[config.mk]
export PLATFORM = sky130hd
export DESIGN_NAME = modport_dut
export DESIGN_NICKNAME = d
export VERILOG_FILES = /design/src/rtl/modport_dut.sv
export SDC_FILE = /design/constraint.sdc
export NUM_CORES = 1
export LEC_CHECK = 0
export BUFFER_PORTS_ARGS = -buffer_cell sky130_fd_sc_hd__buf_4
export CORE_MARGIN = 3
export CORE_UTILIZATION = 30
export DETAILED_ROUTE_END_ITERATION = 12
export GPL_TIMING_DRIVEN = 0
export SETUP_SLACK_MARGIN = 0.2
export SLEW_MARGIN = 5
export SYNTH_ARGS = -nofsm -noshare
export SYNTH_HDL_FRONTEND = slang
export SYNTH_SLANG_ARGS = --single-unit
[constraint.sdc]
create_clock -name clk -period 28.2 [get_ports clk]
set_clock_uncertainty 0.15 [all_clocks]
set_input_delay 4.23 -clock clk [delete_from_list [all_inputs] [get_ports clk]]
set_output_delay 4.23 -clock clk [all_outputs]
set_load 0.01 [all_outputs]
[src/rtl/modport_dut.sv]
// Six-device NMOS Id/gm evaluator that registers the sum of the three largest or three smallest values.
// Define MODPORT_INPUT_REG_EN to add an input register stage, which gives a latency of 2.
module modport_dut (
    input  logic       clk,
    input  logic       reset,
    input  logic [2:0] W_0,
    input  logic [2:0] W_1,
    input  logic [2:0] W_2,
    input  logic [2:0] W_3,
    input  logic [2:0] W_4,
    input  logic [2:0] W_5,
    input  logic [2:0] V_GS_0,
    input  logic [2:0] V_GS_1,
    input  logic [2:0] V_GS_2,
    input  logic [2:0] V_GS_3,
    input  logic [2:0] V_GS_4,
    input  logic [2:0] V_GS_5,
    input  logic [2:0] V_DS_0,
    input  logic [2:0] V_DS_1,
    input  logic [2:0] V_DS_2,
    input  logic [2:0] V_DS_3,
    input  logic [2:0] V_DS_4,
    input  logic [2:0] V_DS_5,
    input  logic [1:0] mode,
    input  logic       valid,
    output logic [9:0] out_n
);
    localparam int unsigned CODE_W = 3;
    localparam int unsigned VAL_W  = 7;
    localparam int unsigned SUM_W  = 10;
    localparam int unsigned N_DEV  = 6;
    localparam int unsigned RANK_W = 3;

    logic [N_DEV-1:0][CODE_W-1:0] w_in, vgs_in, vds_in;
    logic [N_DEV-1:0][CODE_W-1:0] w_s, vgs_s, vds_s;
    logic [1:0]                   mode_s;
    logic                         valid_s;

    assign w_in   = {W_5, W_4, W_3, W_2, W_1, W_0};
    assign vgs_in = {V_GS_5, V_GS_4, V_GS_3, V_GS_2, V_GS_1, V_GS_0};
    assign vds_in = {V_DS_5, V_DS_4, V_DS_3, V_DS_2, V_DS_1, V_DS_0};

`ifdef MODPORT_INPUT_REG_EN
    logic [N_DEV-1:0][CODE_W-1:0] w_d, vgs_d, vds_d, w_q, vgs_q, vds_q;
    logic [1:0]                   mode_d, mode_q;
    logic                         valid_d, valid_q;

    always_comb begin
        w_d     = w_in;
        vgs_d   = vgs_in;
        vds_d   = vds_in;
        mode_d  = mode;
        valid_d = valid;
    end

    always_ff @(posedge clk) begin
        if (!reset) begin
            w_q     <= '0;
            vgs_q   <= '0;
            vds_q   <= '0;
            mode_q  <= '0;
            valid_q <= 1'b0;
        end else begin
            w_q     <= w_d;
            vgs_q   <= vgs_d;
            vds_q   <= vds_d;
            mode_q  <= mode_d;
            valid_q <= valid_d;
        end
    end

    assign w_s     = w_q;
    assign vgs_s   = vgs_q;
    assign vds_s   = vds_q;
    assign mode_s  = mode_q;
    assign valid_s = valid_q;
`else
    assign w_s     = w_in;
    assign vgs_s   = vgs_in;
    assign vds_s   = vds_in;
    assign mode_s  = mode;
    assign valid_s = valid;
`endif

    // Square-law device model. Triode never goes negative because vds < ov there.
    function automatic logic [VAL_W-1:0] dev_val(input logic [CODE_W-1:0] w,
                                                 input logic [CODE_W-1:0] vgs,
                                                 input logic [CODE_W-1:0] vds,
                                                 input logic              id_sel);
        logic [CODE_W-1:0] ov;
        logic [SUM_W-1:0]  wx, ox, dx, num;
        ov  = vgs - 3'd1;
        wx  = SUM_W'(w);
        ox  = SUM_W'(ov);
        dx  = SUM_W'(vds);
        num = '0;
        if (vgs <= 3'd1) begin
            num = '0;
        end else if (ov > vds) begin
            num = id_sel ? wx * (((ox * dx) << 1) - (dx * dx)) : (wx * dx) << 1;
        end else begin
            num = id_sel ? wx * ox * ox : (wx * ox) << 1;
        end
        return VAL_W'(num / SUM_W'(3));
    endfunction

    logic [N_DEV-1:0][VAL_W-1:0] vals;
    logic [N_DEV-1:0]            top_sel;
    logic [SUM_W-1:0]            total, top_sum, result;
    logic [RANK_W-1:0]           rank;

    // Rank each device and break ties by index, so that exactly three devices land in the top set.
    always_comb begin
        total   = '0;
        top_sum = '0;
        top_sel = '0;
        rank    = '0;
        for (int i = 0; i < int'(N_DEV); i++) begin
            vals[i] = dev_val(w_s[i], vgs_s[i], vds_s[i], mode_s[0]);
        end
        for (int i = 0; i < int'(N_DEV); i++) begin
            rank = '0;
            for (int j = 0; j < int'(N_DEV); j++) begin
                if (j != i) begin
                    if ((vals[j] > vals[i]) || ((vals[j] == vals[i]) && (j < i))) begin
                        rank = rank + 3'd1;
                    end
                end
            end
            top_sel[i] = (rank < 3'd3);
            total      = total + SUM_W'(vals[i]);
            top_sum    = top_sum + (top_sel[i] ? SUM_W'(vals[i]) : '0);
        end
        result = mode_s[1] ? top_sum : total - top_sum;
    end

    logic [SUM_W-1:0] out_d, out_q;

    always_comb begin
        out_d = out_q;
        if (valid_s) begin
            out_d = result;
        end
    end

    always_ff @(posedge clk) begin
        if (!reset) begin
            out_q <= '0;
        end else begin
            out_q <= out_d;
        end
    end

    assign out_n = out_q;
endmodule

* Word level (Yosys, flattened, before mapping)
Cells that the tools add are included.
** Operators by class
- Add/sub/neg operators :: 47
- $mul :: 36
- Div/mod/pow operators :: 6
- Magnitude comparators :: 48
- Eq/ne operators :: 15
- Shifts and indexed selects :: 0
- Multiplexer cells :: 61
- Bitwise logic cells :: 0
- Reductions and logical operators :: 15
** Operator list (number)
- $gt 7x7->1 :: 30
- $mux 10 :: 19
- $mul 3x3->6 :: 24
- $eq 7x7->1 :: 15
- $mux 3 :: 24
- $div 10x2->10 const B :: 6
- $mul 3x10->10 :: 6
- $add 3x1->3 const B :: 18
- $mul 6x3->9 :: 6
- $mux 9 :: 6
- $sub 7x6->8 :: 6
- $mux 7 :: 6
- $add 10x7->10 :: 4
- $add 9x7->10 :: 2
- $add 8x7->9 :: 2
- $gt 3x3->1 :: 6
- $le 3x1->1 const B :: 6
- $lt 3x2->1 const B :: 6
- $sub 3x1->3 const B :: 6
- $add 7x7->8 :: 2
- $logic_or 1x1->1 :: 15
- $add 1x1->2 const B :: 6
- $sub 10x10->10 :: 1
- $mux 1 :: 6
** Storage, ports and cells
- Register bits :: 10
- Bits in latches :: 0
- Bits in writable memories :: 0
- ROM bits :: 0
- Bits of input ports :: 59
- Output and inout port bits :: 10
- Word-level logic and storage cells :: 229
- Memories :: 0

* Logic depth before layout (Yosys ltp)
- Word-level depth :: 28
- Depth in mapped cells :: 89
- Depth with buffers taken out :: 88

* Worst setup path after synthesis
No wires, ideal clock.
- Path kind :: input-to-reg
- From :: input port V_GS_4[0]
- To :: register out_q[9] (netlist: out_n[9])
- Library setup time :: 0.116 ns
- Arrival time :: 21.269 ns
- Data required time :: 27.934 ns
- Path slack :: 6.664 ns
- Stages :: 79
- Path buffers :: 2
- Cells stage by stage :: clkinv_1 -> ha_1 -> xor2_1 -> clkbuf_1 -> nand2_1 -> fa_1 -> inv_1 -> ha_1 -> inv_1 -> fa_1 -> inv_1 -> ha_1 -> ha_1 -> a2111oi_0 -> nor3_1 -> nor2_1 -> nand2_1 -> fa_1 -> [43 not listed] -> fa_1 -> inv_1 -> fa_1 -> inv_1 -> fa_1 -> fa_1 -> ha_1 -> a21o_1 -> a21oi_1 -> o21bai_1 -> a21oi_1 -> o21bai_1 -> a21oi_1 -> xnor2_1 -> nor2_1 -> xnor2_1 -> nand2_1 -> o211a_1
** On the way
- Word-level cells in the longest chain between the ends :: 25
- Elaborated cells on any way between the ends :: 76
- Classes of those cells :: 18 x add/sub; 4 x mul; 1 x div; 18 x order compare; 5 x eq/ne; 25 x mux; 5 x reduce/logical
** Ends and longest elaborated chain
- start, declared :: RTL line 16 : input logic [2:0] V_GS_4,
- $sub 3x1->3 :: RTL line 92 : ov = vgs - 3'd1;
- $mul 3x3->6 :: RTL line 100 : num = id_sel ? wx * (((ox * dx) << 1) - (dx * dx)) : (wx * dx) << 1;
- $sub 7x6->8 :: RTL line 100
- $mul 3x10->10 :: RTL line 100
- $mux 10 :: RTL line 100
- $mux 10 :: RTL line 99 : end else if (ov > vds) begin
- $mux 10 * :: RTL line 97 : if (vgs <= 3'd1) begin
- $div 10x2->10 * :: RTL line 104 : return VAL_W'(num / SUM_W'(3));
- parallel branches: the longest is 16 deep, another holds $add 9x7->10
- $mux 10 * :: RTL line 134 : result = mode_s[1] ? top_sum : total - top_sum;
- end signal, assigned :: RTL line 150 : out_q <= out_d;
- end, declared :: RTL line 137 : logic [SUM_W-1:0] out_d, out_q;
Every way passes the cells marked *.
A chain may end at the register's enable or synchronous reset.

* Final worst setup path
- From :: input port V_GS_1[0]
- To :: register out_q[9] (netlist: out_n[9])
** On the way
- Word-level cells in the longest chain between the ends :: 28
- Elaborated cells on any way between the ends :: 103
- Classes of those cells :: 33 x add/sub; 4 x mul; 1 x div; 18 x order compare; 5 x eq/ne; 37 x mux; 5 x reduce/logical
** Ends and longest elaborated chain
- start, declared :: RTL line 13 : input logic [2:0] V_GS_1,
- $sub 3x1->3 :: RTL line 92
- $mul 3x3->6 :: RTL line 100
- $sub 7x6->8 :: RTL line 100
- $mul 3x10->10 :: RTL line 100
- $mux 10 :: RTL line 100
- $mux 10 :: RTL line 99
- $mux 10 * :: RTL line 97
- $div 10x2->10 * :: RTL line 104
- [11 not listed]
- $lt 3x2->1 :: RTL line 130 : top_sel[i] = (rank < 3'd3);
- $mux 7 :: RTL line 132 : top_sum = top_sum + (top_sel[i] ? SUM_W'(vals[i]) : '0);
- $add 7x7->8 :: RTL line 132
- $add 8x7->9 :: RTL line 132
- $add 9x7->10 :: RTL line 132
- $add 10x7->10 (2 in a row) :: RTL line 132
- $sub 10x10->10 :: RTL line 134
- $mux 10 * :: RTL line 134
Mark *: on every way between the ends. The rest lies on a longest branch, timed or not.

==> key figures <==
Status
  – Status: finished clean

GRT
  – Antenna violations before repair: 0
  – First-pass GRT wire length: 112,000 µm
  – Largest net degree at the start of global routing: 12
  – Total track usage: 15.4%
  – Vias in the first global route: 22,200
  – Total gr overflow: 0

Place
  – Port buffer count: 61
  – Placed insts: 4,377
  – Post-DP HPWL: about 56,000 µm
  – RD Place Congestion: 0.872
  – Placed Area: around 26,000 µm²

Synthesis
  – Synthesized cell area: approximately 24,000 µm²
  – Share of the synthesized area in the top cell type: 23.7%
  – Flops & latches, synth: 10
  – Main synth FF type: dfxtp_1
  – Register area share after synthesis: less than 1%
  – Synth Area per Inst: 7.47 µm²
  – FFs w/ async S/R, synth: 0%
  – Gate count after technology mapping: 3,263
  – Leading area contributor after synthesis: ha_1
  – Syn_nets: 3,958
  – EDFF count, synth: 0
  – Most area-consuming cells after synthesis: ha_1, fa_1, inv_1, nand2_1, a21oi_1
  – Synth warnings: 0
  – Unique cell type count in the Yosys netlist: 100

Layout
  – # fillers: 8,507
  – Cell Count, Final, Fillers Out: approximately 4,400
  – Syn-to-layout area delta: 7.83%
  – Most common cell after layout, fill and taps aside: ha_1
  – Layout Nets: 4,027
  – Fin area: 26,300 µm²
  – Largest register FFs: 10
  – Fraction of layout cells with a size suffix above 1: 5.76%
  – Commonest cells after routing, fill and taps aside: ha_1, inv_1, nand2_1, nor2_1, a21oi_1

Timing
  – Fin. max-slew vios: 0
  – Worst Max-Slew Pin Slew: 1.43 ns
  – RSZ-0062 raised after global routing: no
  – Relative slew slack: 4.26%
  – Setup Viol. Count Final: 0
  – Worst hold slack: 0.325 ns
  – Minimum clock period: 25.15 ns
  – TNS Setup: 0 ns
  – Fin crit share: between 80% and 90%
  – Fmax: around 40 MHz
  – Final Hold Viols: 0

Job
  – Max-cap violations: 0

Setup path
  – Slowest-stage cell, CP: a311oi_1
  – Crit Path Max Fanout: 11
  – Crit path arrival time: 25.13 ns
  – CP Capture Type: register
  – Startpoint Class: primary input
  – CP dominant cell by count: ha_1
  – Max incr delay on CP: ~1.1 ns
  – WS Path Type: primary input to register
  – Crit path required time: 28.18 ns

Routing
  – Via Count: 22,800
  – Wire per inst: 15.2 µm
  – DRT iter0 DRCs: 1,534
  – Post-DRT Antenna Nets: 0
  – Total Wirelength: 66,700 µm
  – DRC: 0
  – Drt pass-1 iters: 5
  – Vias per cell: 5.20

Clocking
  – CTS Buffer Depth: 2
  – Clk_lat worst skew: 0.24 ns
  – Clk root buf: clkbuf_16
  – H-tree depth: 1
  – CTS tree: done
  – CTS buffer count: 3
  – Clk sink count: 10
  – Reg clk slew, reported paths: about 0.040 ns
  – CTS Hold Buffers Added: 0
  – Post-CTS setup repair buffer count: 0
  – Post-cts sizing count: 0

Floorplanning
  – Chip Width: between 200 and 300 µm
  – Core footprint: 79,800 µm²
  – Die H: 291 µm
  – Die area: around 85,000 µm²
  – I/O pin total: 69
  – Initial core utilization: 30.5%
  – Rows: 103

Hold path
  – Hold WC Path Type: register to register
## cell type report
cell class,count,area (µm²),area share (%)
Timing Repair Buffer,64,480,1.83
Antenna cell,1,2.50,0.00952
Sequential cell,10,200,0.762
Clock buffer,4,88.8,0.338
Inverter,430,1610,6.14
Multi-Input combinational cell,2722,22100,84.3
Tap cell,1050,1310,5.00
Buffer,101,429,1.63
## critical path: cells and delay by family
kind / cells / cell delay, ns
adder cells (fa/ha/maj): 23 / 8.67
AO/OA/AOI/OAI: 23 / 6.54
AND/OR/NAND/NOR: 15 / 2.91
buffers and inverters: 12 / 1.42
XOR/XNOR: 6 / 1.07
multiplexers: 1 / 0.28
## synth_stat cells (12+ instances only)
| cell | instances |
|---|---|
| nor2b_1 | 68 |
| fa_1 | 175 |
| nor3_1 | 51 |
| a31oi_1 | 16 |
| a2111oi_0 | 17 |
| xnor2_1 | 100 |
| o21bai_1 | 28 |
| clkbuf_1 | 69 |
| a211oi_1 | 44 |
| or3_1 | 14 |
| nand2_1 | 417 |
| buf_2 | 20 |
| and3_1 | 18 |
| o21ai_0 | 128 |
| or2_2 | 22 |
| o22ai_1 | 19 |
| and2_1 | 89 |
| mux2i_1 | 40 |
| nor2_1 | 225 |
| inv_1 | 425 |
| nand3_1 | 65 |
| nand4_1 | 21 |
| o211ai_1 | 22 |
| o31ai_1 | 13 |
| nand2b_1 | 41 |
| a21oi_1 | 179 |
| xor2_1 | 60 |
| a22oi_1 | 15 |
| a21o_1 | 74 |
| a221oi_1 | 12 |
| ha_1 | 461 |
| mux4_2 | 20 |
| o211a_1 | 12 |
| mux2_2 | 12 |
| o21a_1 | 38 |
## through the flow
stage | setup slack [ns] | utilization [%]
floorplan | 6.66 | -
global placement | 3.23 | 32.8
detailed placement | 3.06 | 32.8
CTS | 3.29 | 32.9
global route | 1.56 | 32.9
finish | 3.05 | 32.9
## metal layers
metal / vias to the layer above / wire, µm / GRT usage [%]
li1: 11400 / - / -
met1: 10800 / 30400 / 20.4
met2: 487 / 32300 / 27.5
met3: 86 / 2580 / 0.908
met4: 0 / 1430 / 3.38
met5: - / 0 / 0
## final timing paths
| path | start | end | slack, ns | depth (start not counted) |
|---|---|---|---|---|
| hold reg to reg | out_n[2] | out_n[2] | 0.32 | 1 |
| setup reg to reg | out_n[7] | out_n[7] | 27.23 | 2 |
| hold / removal | out_n[2] | out_n[2] | 0.32 | 1 |
| setup / recovery | V_GS_1[0] | out_n[9] | 3.05 | 80 |
## kinds of logic after synthesis
family	after synthesis	share of synthesized area, %
AO/OA/AOI/OAI	762	21.5
XOR/XNOR	164	6.09
adder cells (fa/ha/maj)	637	38.1
buffers and inverters	531	8.37
flip-flops	10	0.822
multiplexers	74	4.20
AND/OR/NAND/NOR	1085	21.0
Power is not shown: default switching activity piles up to over one toggle a cycle in this logic, so the estimate is an artifact.
